==> src/rtl/stream_mux_n_if.sv <==
// stream_mux_n_if: bundles the streaming handshake and select signals of the
// N-channel stream multiplexer.
//   in_data   : N*W packed channel words, channel i at [i*W +: W]
//   in_valid  : per-channel valid
//   in_ready  : per-channel ready, driven by the multiplexer
//   sel       : fixed-mode channel select
//   rr_en     : 1 = round-robin arbitration, 0 = fixed select
//   out_data  : registered output word
//   out_chan  : index of the channel that supplied out_data
//   out_valid : output word valid
//   out_ready : consumer ready
// master = producers/consumer side, slave = the multiplexer.
interface stream_mux_n_if #(
    parameter int N = 4,
    parameter int W = 8
);
    localparam int SW = $clog2(N);

    logic [N*W-1:0] in_data;
    logic [N-1:0]   in_valid;
    logic [N-1:0]   in_ready;
    logic [SW-1:0]  sel;
    logic           rr_en;
    logic [W-1:0]   out_data;
    logic [SW-1:0]  out_chan;
    logic           out_valid;
    logic           out_ready;

    modport master (
        output in_data, in_valid, sel, rr_en, out_ready,
        input  in_ready, out_data, out_chan, out_valid
    );

    modport slave (
        input  in_data, in_valid, sel, rr_en, out_ready,
        output in_ready, out_data, out_chan, out_valid
    );
endinterface

==> src/rtl/stream_mux_n.sv <==
// stream_mux_n: N-channel, W-bit valid/ready stream multiplexer with a
// one-entry registered output stage. The grant is either the externally
// supplied sel (rr_en = 0) or a round-robin search starting at ptr
// (rr_en = 1). The output reports which channel supplied each word.
//   clk   : rising-edge clock
//   rst_n : asynchronous active-low reset
//   sif   : stream_mux_n_if slave modport (all handshake/data signals)
module stream_mux_n #(
    parameter int N = 4,
    parameter int W = 8
) (
    input  logic           clk,
    input  logic           rst_n,
    stream_mux_n_if.slave  sif
);
    localparam int SW = $clog2(N);

    logic [W-1:0]  r_out_data;
    logic [SW-1:0] r_out_chan;
    logic          r_out_valid;
    logic [SW-1:0] r_ptr;

    logic          w_load;
    logic [SW-1:0] w_gnt;
    logic          w_gv;
    logic          w_hs;
    logic [W-1:0]  w_data;
    logic [N-1:0]  w_ready;

    // Channel index reached by stepping 'off' places from 'base', wrapping at N
    // (not at 2^SW, so non-power-of-two channel counts work).
    function automatic logic [SW-1:0] rr_index(input logic [SW-1:0] base, input int off);
        int t;
        t = int'(base) + off;
        if (t >= N) begin
            t = t - N;
        end else begin
            t = t;
        end
        return SW'(t);
    endfunction

    assign w_load = !r_out_valid || sif.out_ready;
    assign w_hs   = w_load && w_gv;

    // Grant selection: fixed select or round-robin search from ptr.
    always_comb begin
        w_gnt = '0;
        w_gv  = 1'b0;
        if (sif.rr_en) begin
            w_gv = |sif.in_valid;
            // Walk from the far end back to ptr so the closest valid
            // channel (smallest offset) wins.
            for (int k = N - 1; k >= 0; k--) begin
                w_gnt = sif.in_valid[rr_index(r_ptr, k)] ? rr_index(r_ptr, k) : w_gnt;
            end
        end else begin
            w_gnt = sif.sel;
            if (32'(sif.sel) < N) begin
                w_gv = sif.in_valid[sif.sel];
            end else begin
                w_gv = 1'b0;
            end
        end
    end

    // Data mux and one-hot ready generation from the grant.
    always_comb begin
        w_data  = '0;
        w_ready = '0;
        for (int i = 0; i < N; i++) begin
            if (w_gnt == SW'(i)) begin
                w_data     = sif.in_data[i*W +: W];
                w_ready[i] = w_hs;
            end else begin
                w_ready[i] = 1'b0;
            end
        end
    end

    // Output register stage and round-robin pointer.
    always_ff @(posedge clk or negedge rst_n) begin
        if (!rst_n) begin
            r_out_data  <= '0;
            r_out_chan  <= '0;
            r_out_valid <= 1'b0;
            r_ptr       <= '0;
        end else begin
            if (w_load) begin
                if (w_gv) begin
                    r_out_data  <= w_data;
                    r_out_chan  <= w_gnt;
                    r_out_valid <= 1'b1;
                end else begin
                    r_out_valid <= 1'b0;
                end
            end else begin
                r_out_valid <= r_out_valid;
            end
            // Only round-robin handshakes advance the pointer.
            if (w_hs && sif.rr_en) begin
                r_ptr <= (w_gnt == SW'(N - 1)) ? '0 : w_gnt + SW'(1);
            end else begin
                r_ptr <= r_ptr;
            end
        end
    end

    assign sif.in_ready  = w_ready;
    assign sif.out_data  = r_out_data;
    assign sif.out_chan  = r_out_chan;
    assign sif.out_valid = r_out_valid;
endmodule

==> src/flat_wrapper.sv <==
// flat-port wrapper written by rule: the top's interface ports become plain ports
module stream_mux_n_flat 
#(
    parameter int N = 4,
    parameter int W = 8
)
  (clk, rst_n, sif_in_data, sif_in_valid, sif_sel, sif_rr_en, sif_out_ready, sif_in_ready, sif_out_data, sif_out_chan, sif_out_valid);
  stream_mux_n_if #(.N(N), .W(W)) sif_i ();
  input  logic clk;
  input  logic rst_n;
  input wire logic [$bits(sif_i.in_data)-1:0] sif_in_data;
  input wire logic [$bits(sif_i.in_valid)-1:0] sif_in_valid;
  input wire logic [$bits(sif_i.sel)-1:0] sif_sel;
  input wire logic [$bits(sif_i.rr_en)-1:0] sif_rr_en;
  input wire logic [$bits(sif_i.out_ready)-1:0] sif_out_ready;
  output wire logic [$bits(sif_i.in_ready)-1:0] sif_in_ready;
  output wire logic [$bits(sif_i.out_data)-1:0] sif_out_data;
  output wire logic [$bits(sif_i.out_chan)-1:0] sif_out_chan;
  output wire logic [$bits(sif_i.out_valid)-1:0] sif_out_valid;
  assign sif_i.in_data = sif_in_data;
  assign sif_i.in_valid = sif_in_valid;
  assign sif_i.sel = sif_sel;
  assign sif_i.rr_en = sif_rr_en;
  assign sif_i.out_ready = sif_out_ready;
  assign sif_in_ready = sif_i.in_ready;
  assign sif_out_data = sif_i.out_data;
  assign sif_out_chan = sif_i.out_chan;
  assign sif_out_valid = sif_i.out_valid;
  stream_mux_n #(.N(N), .W(W)) u_core (.clk(clk), .rst_n(rst_n), .sif(sif_i));
endmodule
==> config.mk <==
export PLATFORM = sky130hd
export DESIGN_NAME = stream_mux_n_flat
export DESIGN_NICKNAME = d
export VERILOG_FILES = /design/src/rtl/stream_mux_n_if.sv /design/src/rtl/stream_mux_n.sv /design/src/flat_wrapper.sv
export SDC_FILE = /design/constraint.sdc
export NUM_CORES = 1
export LEC_CHECK = 0
export BUFFER_PORTS_ARGS = -buffer_cell sky130_fd_sc_hd__buf_2
export CORE_ASPECT_RATIO = 0.6
export CORE_MARGIN = 10
export CORE_UTILIZATION = 30
export DETAILED_ROUTE_END_ITERATION = 8
export PLACE_DENSITY = 0.65
export SYNTH_ARGS = -nofsm -noshare
export SYNTH_HDL_FRONTEND = slang
export SYNTH_SLANG_ARGS = --single-unit
==> constraint.sdc <==
create_clock -name clk -period 6.25 [get_ports clk]
set_input_delay 1.25 -clock clk [delete_from_list [all_inputs] [get_ports clk]]
set_output_delay 1.25 -clock clk [all_outputs]
set_load 0.03 [all_outputs]
==> reports/metrics.csv <==
stage,metric,value,unit
outcome,status,"finished, final reports clean",
die,die height,64.91,um
setup_path,Top delay family on crit path,buffers and inverters,
place,placed cell areas,1309,sq um
routing,Post-route DRC,0,
setup_path,FF-to-FF Start,u_core.r_ptr[1],
layout,fin nets,212,
setup_path,crit path DAT,3210,ps
routing,Routed Antenna Nets,0,
layout,fillcell total,341,
setup_path,crit path max fanout,9,
clock_network,CTS Buf Count,3,
place,post-placement cell count,206,
clock_network,H-tree levels,1,
global_route,vias in the first global route,1087,
layout,Inserted Diodes,0,
setup_path,Startpoint Class,input pin,
layout,Layout area overhead,34.24,%
place,number of port buffers,56,
logic_synthesis,biggest area consumer among synthesized cells,dfrtp_1,
place,pre-CTS setup slack,1787,ps
logic_synthesis,Syn Area/Cell,9.168,sq um
logic_synthesis,Gate Count Post-Synth,110,
pwr,Max rail drop VDD,0.0001547,V
timing,Tmin final,4458,ps
timing,RSZ-0062 raised after global routing,no,
die,Row Count,16,
setup_path,data required time of the critical path,5000,ps
min_path,Hold Path Class,flop to flop,
timing,Peak Freq,0.2243,GHz
logic_synthesis,cell area after synthesis,1008,sq um
setup_path,"Largest stage delay, worst path",470,ps
setup_path,Crit-path slowest cell,o32ai_1,
routing,Final Routed Wirelength,3157,um
setup_path,Setup CP Type,input pin to primary output,
global_route,total global-route track usage,9.924,%
layout,final instance area,1354,sq um
timing,Final setup viols,0,
global_route,first-pass GRT wire length,4974,um
clock_network,CTS Buffer Depth,2,
job,total of max-cap violations,0,
timing,Final Cycle Share,71.32,%
min_path,worst hold endpoint,u_core.sif.out_data[1],
die,Core Region,3243,sq um
timing,Slew @ Worst Pin,541.8,ps
routing,vias per cell,4.914,
routing,WL/cell,15.03,um
clock_network,Worst-Skew Late Latency,250,ps
die,Starting Density,31.10,%
global_route,GRT overflow,0,
layout,"most common cell after layout, fill and taps aside",buf_2,
pwr,PD cells,357.2,nW/um^2
min_path,WHS Path Cells,1,
setup_path,Buf/Inv on CP,3,
logic_synthesis,"Warnings, synthesis",0,
routing,Iter 0 DRT Violations,48,
setup_path,Worst setup EP type,primary output,
setup_path,FF-to-FF setup slack,3410,ps
clock_network,CTS root buffer,clkbuf_8,
pwr,"Power, Total",483.6,uW
timing,final hold violation count,0,
clock_network,CTS tree,done,
layout,layout cells sized above 1,44.24,%
layout,"non-filler cells, final",210,
routing,first-pass iteration count of the detailed router,4,
timing,Setup TNS,0,ps
logic_synthesis,cells taking the most area after synthesis,"dfrtp_1 (32%), mux2_4 (12%), a221oi_1 (6.1%), nor2_1 (5.6%), o31ai_1 (5.2%)",
clock_network,clock sink total,13,
timing,Final Skew,2.868,ps
place,global placement routability congestion,0.8041,
setup_path,R2R depth,10,
die,die width,94.85,um
clock_network,setup bufs post-CTS,0,
setup_path,R2R Path End,u_core.sif.out_data[3],
logic_synthesis,Unique masters post-synth,31,
routing,vias,1032,
die,number of I/O pins,57,
min_path,hold_sp,u_core.sif.out_data[1],
logic_synthesis,sequential fraction of the synthesis area,32.26,%
logic_synthesis,area fraction of the dominant cell type after synthesis,32.26,%
die,DIE AREA,6157,sq um
timing,Final WS setup,1792,ps
pwr,leakage power figure,0.6866,nW
clock_network,post-CTS sizing,0,
timing,Final Max Tran Viols,0,
clock_network,"Reg clk slew, reported paths",60,ps
place,HPWL Detailed,2683,um
logic_synthesis,Yosys reg bits,13,
logic_synthesis,Mapped Nets,156,
timing,Slew HR,63.77,%
global_route,initial antenna violation count,0,
setup_path,"critical path, cell by cell",buf_2 -> nor2b_1 -> a21oi_1 -> nor2b_1 -> o32ai_1 -> ha_1 -> clkinv_1 -> nor2_1 -> buf_2,
global_route,pin count of the biggest net entering global routing,18,
clock_network,cts hold-fix bufs,0,
layout,most frequent cells in the layout,"buf_2 (56), nor2_1 (15), dfrtp_1 (13)",
-- layout make-up --
type | instances | area (sq um) | share of cell area [%]
Multi-Input combinational cell | 84 | 616.8 | 45.56
Clock buffer | 4 | 45.04 | 3.327
Tap cell | 45 | 56.30 | 4.159
Sequential cell | 13 | 325.3 | 24.03
Timing Repair Buffer | 56 | 280.3 | 20.70
Inverter | 8 | 30.03 | 2.218
-- Yosys cell counts --
library cell and count:
o32ai_1 1, and3_1 2, buf_1 1, mux2_4 8, clkinv_1 1, a21oi_1 5
o32a_2 1, mux2_2 2, clkbuf_1 2, nand2_2 1, a2111oi_0 1, o31ai_1 7
nand2_1 11, nand2b_1 4, o21ai_0 5, ha_1 4, buf_12 1, o211ai_1 1
nor2b_1 2, a31oi_2 1, inv_1 7, a2111oi_1 1, nor2_1 15, nand3_1 1
dfrtp_1 13, a221oi_1 7, o211a_1 1, buf_2 1, o311a_1 1, mux2i_1 1
o22ai_2 1
-- where the power goes --
part           internal, mW  total (mW)  switching, mW
Clock                0.0451      0.0760         0.0309
Sequential            0.119       0.146         0.0264
Combinational         0.107       0.262          0.155
-- cells by family (layout without fill, tap and decap cells) --
| kind of cell | count (synthesis) | in the layout | share of synthesized area, % |
|---|---|---|---|
| and+or+nand+nor | 36 | 36 | 15.76 |
| AOI/OAI and AO/OA | 33 | 33 | 25.31 |
| DFF | 13 | 13 | 32.26 |
| buffers and inverters | 13 | 68 | 6.575 |
| muxes | 11 | 11 | 15.14 |
| adders and majority gates | 4 | 4 | 4.963 |
-- registers in the layout, indices dropped and copies added, names as in the netlist --
name	count
u_core.r_ptr	2
u_core.sif.out_chan	2
u_core.sif.out_data	8
u_core.sif.out_valid	1
-- worst max path at each step --
stage / from / to / cells past startpoint / slack [ps]
detailed placement: sif_in_valid[3] / sif_in_ready[3] / 8 / 1790
global placement: sif_in_valid[1] / sif_in_ready[3] / 8 / 1820
finish: sif_in_valid[3] / sif_in_ready[2] / 9 / 1790
global route: sif_in_valid[1] / sif_in_ready[3] / 8 / 1540
floorplan: sif_in_valid[3] / sif_in_ready[3] / 8 / 2000
CTS: sif_in_valid[3] / sif_in_ready[3] / 8 / 1780
-- layer usage --
layer  vias to the layer above  global-route usage [%]  part of all wire, %  wire length (um)
met5                         -                       0                    0                 0
met4                         0                   3.903                  1.4                43
met3                         4                   2.069                  3.1                97
met2                        18                   18.94                   56              1762
met1                       497                   10.38                   40              1254
li1                        513                       -                    -                 -
-- metrics by stage --
| stage | utilization, % | hold slack, ps |
|---|---|---|
| final | 41.74 | 502.3 |
| after detailed placement | 40.35 | 492.8 |
| after global placement | 40.35 | 485.3 |
| after global routing | 41.74 | 525.7 |
| after CTS | 41.74 | 506.0 |
| after floorplan | - | 593.6 |
No activity file was read; power rests on OpenSTA's default activity.
